==> src/rtl/shift_load_sequencer.sv <==
// shift_load_sequencer
// Serialises a stream of N-bit words through a 74194-style universal shift
// register. Each accepted word is parallel-loaded and then shifted N-1
// times on pixel clock enables, either left-fed or right-fed depending on
// the flip bit latched with the word. When a load is due and no word is
// available, or on flush, the register is cleared so the video path shows
// blank pixels.
module shift_load_sequencer #(
    parameter int   N    = 4,
    parameter logic FILL = 1'b0
) (
    input  logic         mclk,
    input  logic         clr_n,
    input  logic         cen,
    input  logic         flush,
    input  logic         in_valid,
    input  logic [N-1:0] in_data,
    input  logic         in_flip,
    output logic         in_ready,
    output logic [1:0]   sr_S,
    output logic [N-1:0] sr_D,
    output logic         sr_clr,
    output logic         sr_L,
    output logic         sr_R,
    output logic         busy,
    output logic         underrun,
    output logic [7:0]   urun_cnt
);

    localparam int CW = $clog2(N);
    localparam logic [CW-1:0] CNT_LOAD = CW'(N - 1);

    typedef enum logic {
        IDLE  = 1'b0,
        SHIFT = 1'b1
    } state_t;

    state_t        state;
    logic [CW-1:0] cnt;
    logic          dir;
    logic          ld_due;
    logic          cnt_zero;

    // Underrun counter holds at its maximum rather than wrapping.
    function automatic logic [7:0] sat_inc(input logic [7:0] v);
        return (v == 8'hFF) ? v : v + 8'd1;
    endfunction

    assign sr_D     = in_data;
    assign sr_L     = FILL;
    assign sr_R     = FILL;
    assign cnt_zero = (cnt == '0);
    assign ld_due   = (state == IDLE) || ((state == SHIFT) && cnt_zero);

    // Shift register control for the current cycle; the register only acts on enabled edges.
    always_comb begin
        sr_S     = 2'b00;
        sr_clr   = ~clr_n;
        in_ready = 1'b0;
        if (clr_n && cen) begin
            if (flush) begin
                sr_clr = 1'b1;
            end else if (ld_due && in_valid) begin
                sr_S     = 2'b11;
                in_ready = 1'b1;
            end else if ((state == SHIFT) && cnt_zero) begin
                // Word exhausted with nothing queued: blank the output.
                sr_clr = 1'b1;
            end else if (state == SHIFT) begin
                sr_S = dir ? 2'b10 : 2'b01;
            end
        end
    end

    // Sequencer state, shift count, latched direction and underrun status.
    always_ff @(posedge mclk) begin
        if (!clr_n) begin
            state    <= IDLE;
            cnt      <= '0;
            dir      <= 1'b0;
            busy     <= 1'b0;
            underrun <= 1'b0;
            urun_cnt <= 8'd0;
        end else begin
            underrun <= 1'b0;
            if (cen) begin
                if (flush) begin
                    state <= IDLE;
                    cnt   <= '0;
                    busy  <= 1'b0;
                end else if (ld_due && in_valid) begin
                    state <= SHIFT;
                    cnt   <= CNT_LOAD;
                    dir   <= in_flip;
                    busy  <= 1'b1;
                end else if ((state == SHIFT) && cnt_zero) begin
                    state    <= IDLE;
                    busy     <= 1'b0;
                    underrun <= 1'b1;
                    urun_cnt <= sat_inc(urun_cnt);
                end else if (state == SHIFT) begin
                    cnt <= cnt - 1'b1;
                end
            end
        end
    end

endmodule

==> config.mk <==
export PLATFORM = sky130hd
export DESIGN_NAME = shift_load_sequencer
export DESIGN_NICKNAME = d
export VERILOG_FILES = /design/src/rtl/shift_load_sequencer.sv
export SDC_FILE = /design/constraint.sdc
export NUM_CORES = 1
export LEC_CHECK = 0
export BUFFER_PORTS_ARGS = -buffer_cell sky130_fd_sc_hd__buf_2
export CORE_MARGIN = 5
export CORE_UTILIZATION = 50
export DETAILED_ROUTE_END_ITERATION = 10
export PLACE_DENSITY = 0.92
export SLEW_MARGIN = 10
export SYNTH_ARGS = -nofsm -noshare
export SYNTH_HDL_FRONTEND = slang
export SYNTH_SLANG_ARGS = --single-unit
==> constraint.sdc <==
create_clock -name mclk -period 3.48 [get_ports mclk]
set_input_delay 0.174 -clock mclk [delete_from_list [all_inputs] [get_ports mclk]]
set_output_delay 0.174 -clock mclk [all_outputs]
set_load 0.1 [all_outputs]
After elaboration in Yosys (flattened, before gate mapping)

Cells that the tools add are included.

Bits in registers: 13
Word-level logic and storage cells: 48
Input bits: 10
Output and inout bits: 20

Eq/ne operators: 2
Bitwise gates (word level): 6
Reduce and logical (&&, ||, !) cells: 12
Add/subtract/negate cells: 2
Multiplexer cells: 21

Operator list:

| kind                                             | count |
|---|---|
| 2-to-1 mux 2 bit                                 | 10 |
| 2-to-1 mux 1 bit                                 | 11 |
| adder 8 x 1 -> 8 bit, second input constant      | 1 |
| equality test 8 bit, second input constant       | 1 |
| NOT 1 bit                                        | 6 |
| AND reduction 3 bit                              | 2 |
| nonzero test 3 bit                               | 2 |
| AND reduction 5 bit                              | 1 |
| OR reduction 4 bit                               | 1 |
| logical AND 1 bit                                | 3 |
| != test 3 x 2 -> 1 bit, second input constant    | 1 |
| logical NOT 2 bit                                | 1 |
| AND reduction 2 bit                              | 1 |
| subtractor 2 x 1 -> 2 bit, second input constant | 1 |
| logical OR 1 bit                                 | 1 |

Logic depth before layout (Yosys ltp)

Depth in word-level cells: 7
Gate-level depth with buffers: 6

Worst setup path before layout

Ideal clock, no wire load.

Path kind: reg-to-output
Start: reg state
End: out sr_S[0]
Required time: 3.306 ns
Path slack: 0.421 ns
Stages on the path, launching flop included: 4
Arrival time: 2.885 ns
Cells stage by stage: dfxtp_1 -> nor2b_1 -> nand2b_1 -> a21oi_1

Word-level cells in the longest chain between the ends: 6

Ends and longest elaborated chain:

| what                                                  | RTL line | source |
|---|---|---|
| start: declaration                                    | 38       | `state_t state;` |
| start signal: assignment                              | 78       | `state <= IDLE;` |
| start signal: assignment                              | 88       | `state <= IDLE;` |
| start signal: assignment                              | 92       | `state <= SHIFT;` |
| logical AND 1 bit / NOT 1 bit (equally long branches) | 53, 66   |  |
| logical OR 1 bit                                      | 53       | `assign ld_due = (state == IDLE) \|\| ((state == SHIFT) && cnt_zero);` |
| logical AND 1 bit                                     | 63       | `end else if (ld_due && in_valid) begin` |
| 2-to-1 mux 2 bit (*)                                  | 63       |  |
| 2-to-1 mux 2 bit (*)                                  | 61       | `if (flush) begin` |
| 2-to-1 mux 2 bit (*)                                  | 60       | `if (clr_n && cen) begin` |
| end: declaration                                      | 20       | `output logic [1:0] sr_S,` |

Mark *: on every way between the ends. The rest lies on a longest branch, timed or not.

Final worst setup path

Start: reg cnt[0]
End: out sr_S[0]

Word-level cells in the longest chain between the ends: 7

Ends and longest elaborated chain:

| what                     | RTL line | source |
|---|---|---|
| start: declaration       | 39       | `logic [CW-1:0] cnt;` |
| start signal: assignment | 102      | `cnt <= cnt - 1'b1;` |
| logical NOT 2 bit (*)    | 52       | `assign cnt_zero = (cnt == '0);` |
| logical AND 1 bit (*)    | 53, 66   |  |
| logical OR 1 bit         | 53       |  |
| logical AND 1 bit        | 63       |  |
| 2-to-1 mux 2 bit (*)     | 63       |  |
| 2-to-1 mux 2 bit (*)     | 61       |  |
| 2-to-1 mux 2 bit (*)     | 60       |  |

Marked as above.

==> summary.txt <==
Drt first pass iters = 4
NetSw = 0.0948 mW
PostCTS Resize Cnt = 0
RSZ-0062 raised after global routing = no
Hold Path Class = in2reg
Max Root-Sink Buffers = 2
MaxCap Viol Count = 0
Crit Path Class = reg2out
GRT Total Usage = 0.147
RR Startpoint = cnt[0]
Register area share after synthesis = 0.337
Final setup violating endpoints = 0
Clock H-tree levels = 1
Number of CTS-inserted buffers = 3
Worst setup path start = cnt[0]
Initial antenna violation count = 0
First-pass GRT wire length = 2900 um
Final hold vios = 0
Status = finished clean
CTS tree = done
Sequential power share = 0.508
Ys flop type = dfxtp_1
ANT cells = 0
Clock Skews = 0.00330 ns
Leakage = 0.413 nW
DP Cell Count = 113
Pint = 0.205 mW
R2R Setup Slk = 1.94 ns
Placed standard-cell area = 843 um^2
CP Launch Type = flip-flop
Vias in the first global route = 677
Max FO, Critical Path = 5
Clock transition at path regs = 0.08 ns
Dpl hpwl = 1170 um
Min-Delay Path Depth = 3
Initial DRC count = 17
Starting density of the core = 0.519
Share of cells above drive strength 1 = 0.307
PD cells = 345 nW/um^2
Post-Synthesis Cell Area = 773 um^2
Number of synthesized flops with an enable pin = 0
Nets = 114
Global placement routability congestion = 0.881
Final instance area = 871 um^2
Syn. warnings = 0
Via count = 676
Flops & latches, synth = 13
Critical Path Max Stage Delay = 0.44 ns
Tot Pwr = 0.300 mW
Worst Setup EP = sr_S[0]
VDD IR max = 0.000205 V
Syn avg cell area = 9.21 um^2
IO Count = 30
Residual DRC = 0
Worst-Skew Late Latency = 0.28 ns
Min Hold Slack = 0.148 ns
Cts hold-fix bufs = 0
Req. time, crit path = 3.31 ns
Worst Reg-to-Reg Cells = 6
DIE WIDTH = 49.3 um
Largest net degree at the start of global routing = 18
Synth Instances = 84
Period utilization = 0.592
RR Endpoint = urun_cnt[6]
Asr flop ratio synth = 0
Min-delay src = in_flip
Max-slew violations = 0
Synth unique cells = 32
PnR worst setup slack = 1.42 ns
Final instance count without filler cells = 117
Routed len/inst = 14.0 um
Arr. time, crit path = 1.89 ns
Switching Fraction = 0.316
Total grt overflow = 0
Clock Sinks = 13
Vias/cell = 5.78
Clock Root Buffer = clkbuf_4
Core ar. = 1490 um^2
Die H = 49.3 um
Slowest CP cell = buf_2
Fmax = 485 MHz
Clk pwr share = 0.312
Pre-CTS WS = 1.75 ns
Most frequent cells in the layout = buf_2, dfxtp_1, nand2_1, a21oi_1, o21ai_0
Post-CTS Setup Repair Bufs = 0
Final antenna-violating net count = 0
TNS Setup = 0 ns
Rows = 14
# port buffers = 19
Crit path time final = 2.06 ns
CP Cell Sequence = inv_1, ha_1, nor2b_1, nand2b_1, a21oi_1, buf_2
Area delta synth->final = 12.6%
Total wire length = 1630 um
Utilization after layout = 0.585
Commonest non-fill, non-tap cell in the layout = buf_2
Combinational power share = 0.180
Die footprint = 2430 um^2
Crit end category = primary output
## cell usage after synthesis (2+ instances only)
cell | number | area share
dfxtp_1 | 13 | 0.34
a21oi_1 | 6 | 0.039
buf_4 | 6 | 0.058
nand2_1 | 6 | 0.029
o21ai_0 | 6 | 0.039
and2_1 | 4 | 0.032
nand2b_1 | 4 | 0.032
nor2b_1 | 4 | 0.032
xnor2_1 | 4 | 0.045
inv_1 | 3 | 0.015
ha_1 | 2 | 0.032
mux2i_1 | 2 | 0.026
nand3_1 | 2 | 0.013
nand4_4 | 2 | 0.055
o211ai_1 | 2 | 0.019
o31ai_1 | 2 | 0.019
## final cells by class
class                      count  area [um^2]
inverter                       3         11.3
sequential                    13          260
clock inverter                 1         5.00
multi-input combinational     62          457
clock buffer                   3         22.5
fill                         136          618
tap                           16         20.0
timing repair buffer          19         95.1
## how the worst min path moves through the flow
stage              end  slack (ns)
4_1_cts            dir        0.14
2_1_floorplan      dir        0.30
5_1_grt            dir        0.20
3_5_place_dp   sr_D[3]        0.35
6_report           dir        0.15
3_3_place_gp   sr_D[3]        0.35
## metal layers
layer	vias up	wire length [um]	global-route usage
met4	0	43	0.0717
met5	-	0	0
met1	321	741	0.180
met3	8	63	0.0306
li1	329	-	-
met2	18	786	0.238
## registers in the layout, summed over array words and instances (netlist names)
| register | cells |
|---|---|
| urun_cnt | 8 |
| dir | 1 |
| underrun | 1 |
| cnt | 2 |
| state | 1 |
## cell families (layout without fill, tap and decap cells)
logic type	Yosys count	in the layout	share of synthesized area
DFF	13	13	0.337
AOI/OAI and AO/OA	21	21	0.191
and+or+nand+nor	31	31	0.286
muxes	2	2	0.0259
buffers and inverters	10	26	0.0777
xor gates and xnor gates	4	4	0.0453
adders and majority gates	2	2	0.0324
other	1	2	0.00485
## power groups by stage
stage          registers (mW)  clock network [mW]  logic, mW
2_1_floorplan           0.160                   0     0.0617
3_3_place_gp            0.156                   0     0.0521
3_5_place_dp            0.156                   0     0.0535
4_1_cts                 0.153              0.0947     0.0538
5_1_grt                 0.153               0.103     0.0574
6_report                0.153              0.0936     0.0540
## critical path: cells and delay by family, from the launching register on
family	cells	cell delay [ns]
AOI/OAI and AO/OA	1	0.14
adders and majority gates	1	0.24
buffers and inverters	2	0.50
DFF	1	0.33
and+or+nand+nor	2	0.39
(Power assumes the default switching activity.)
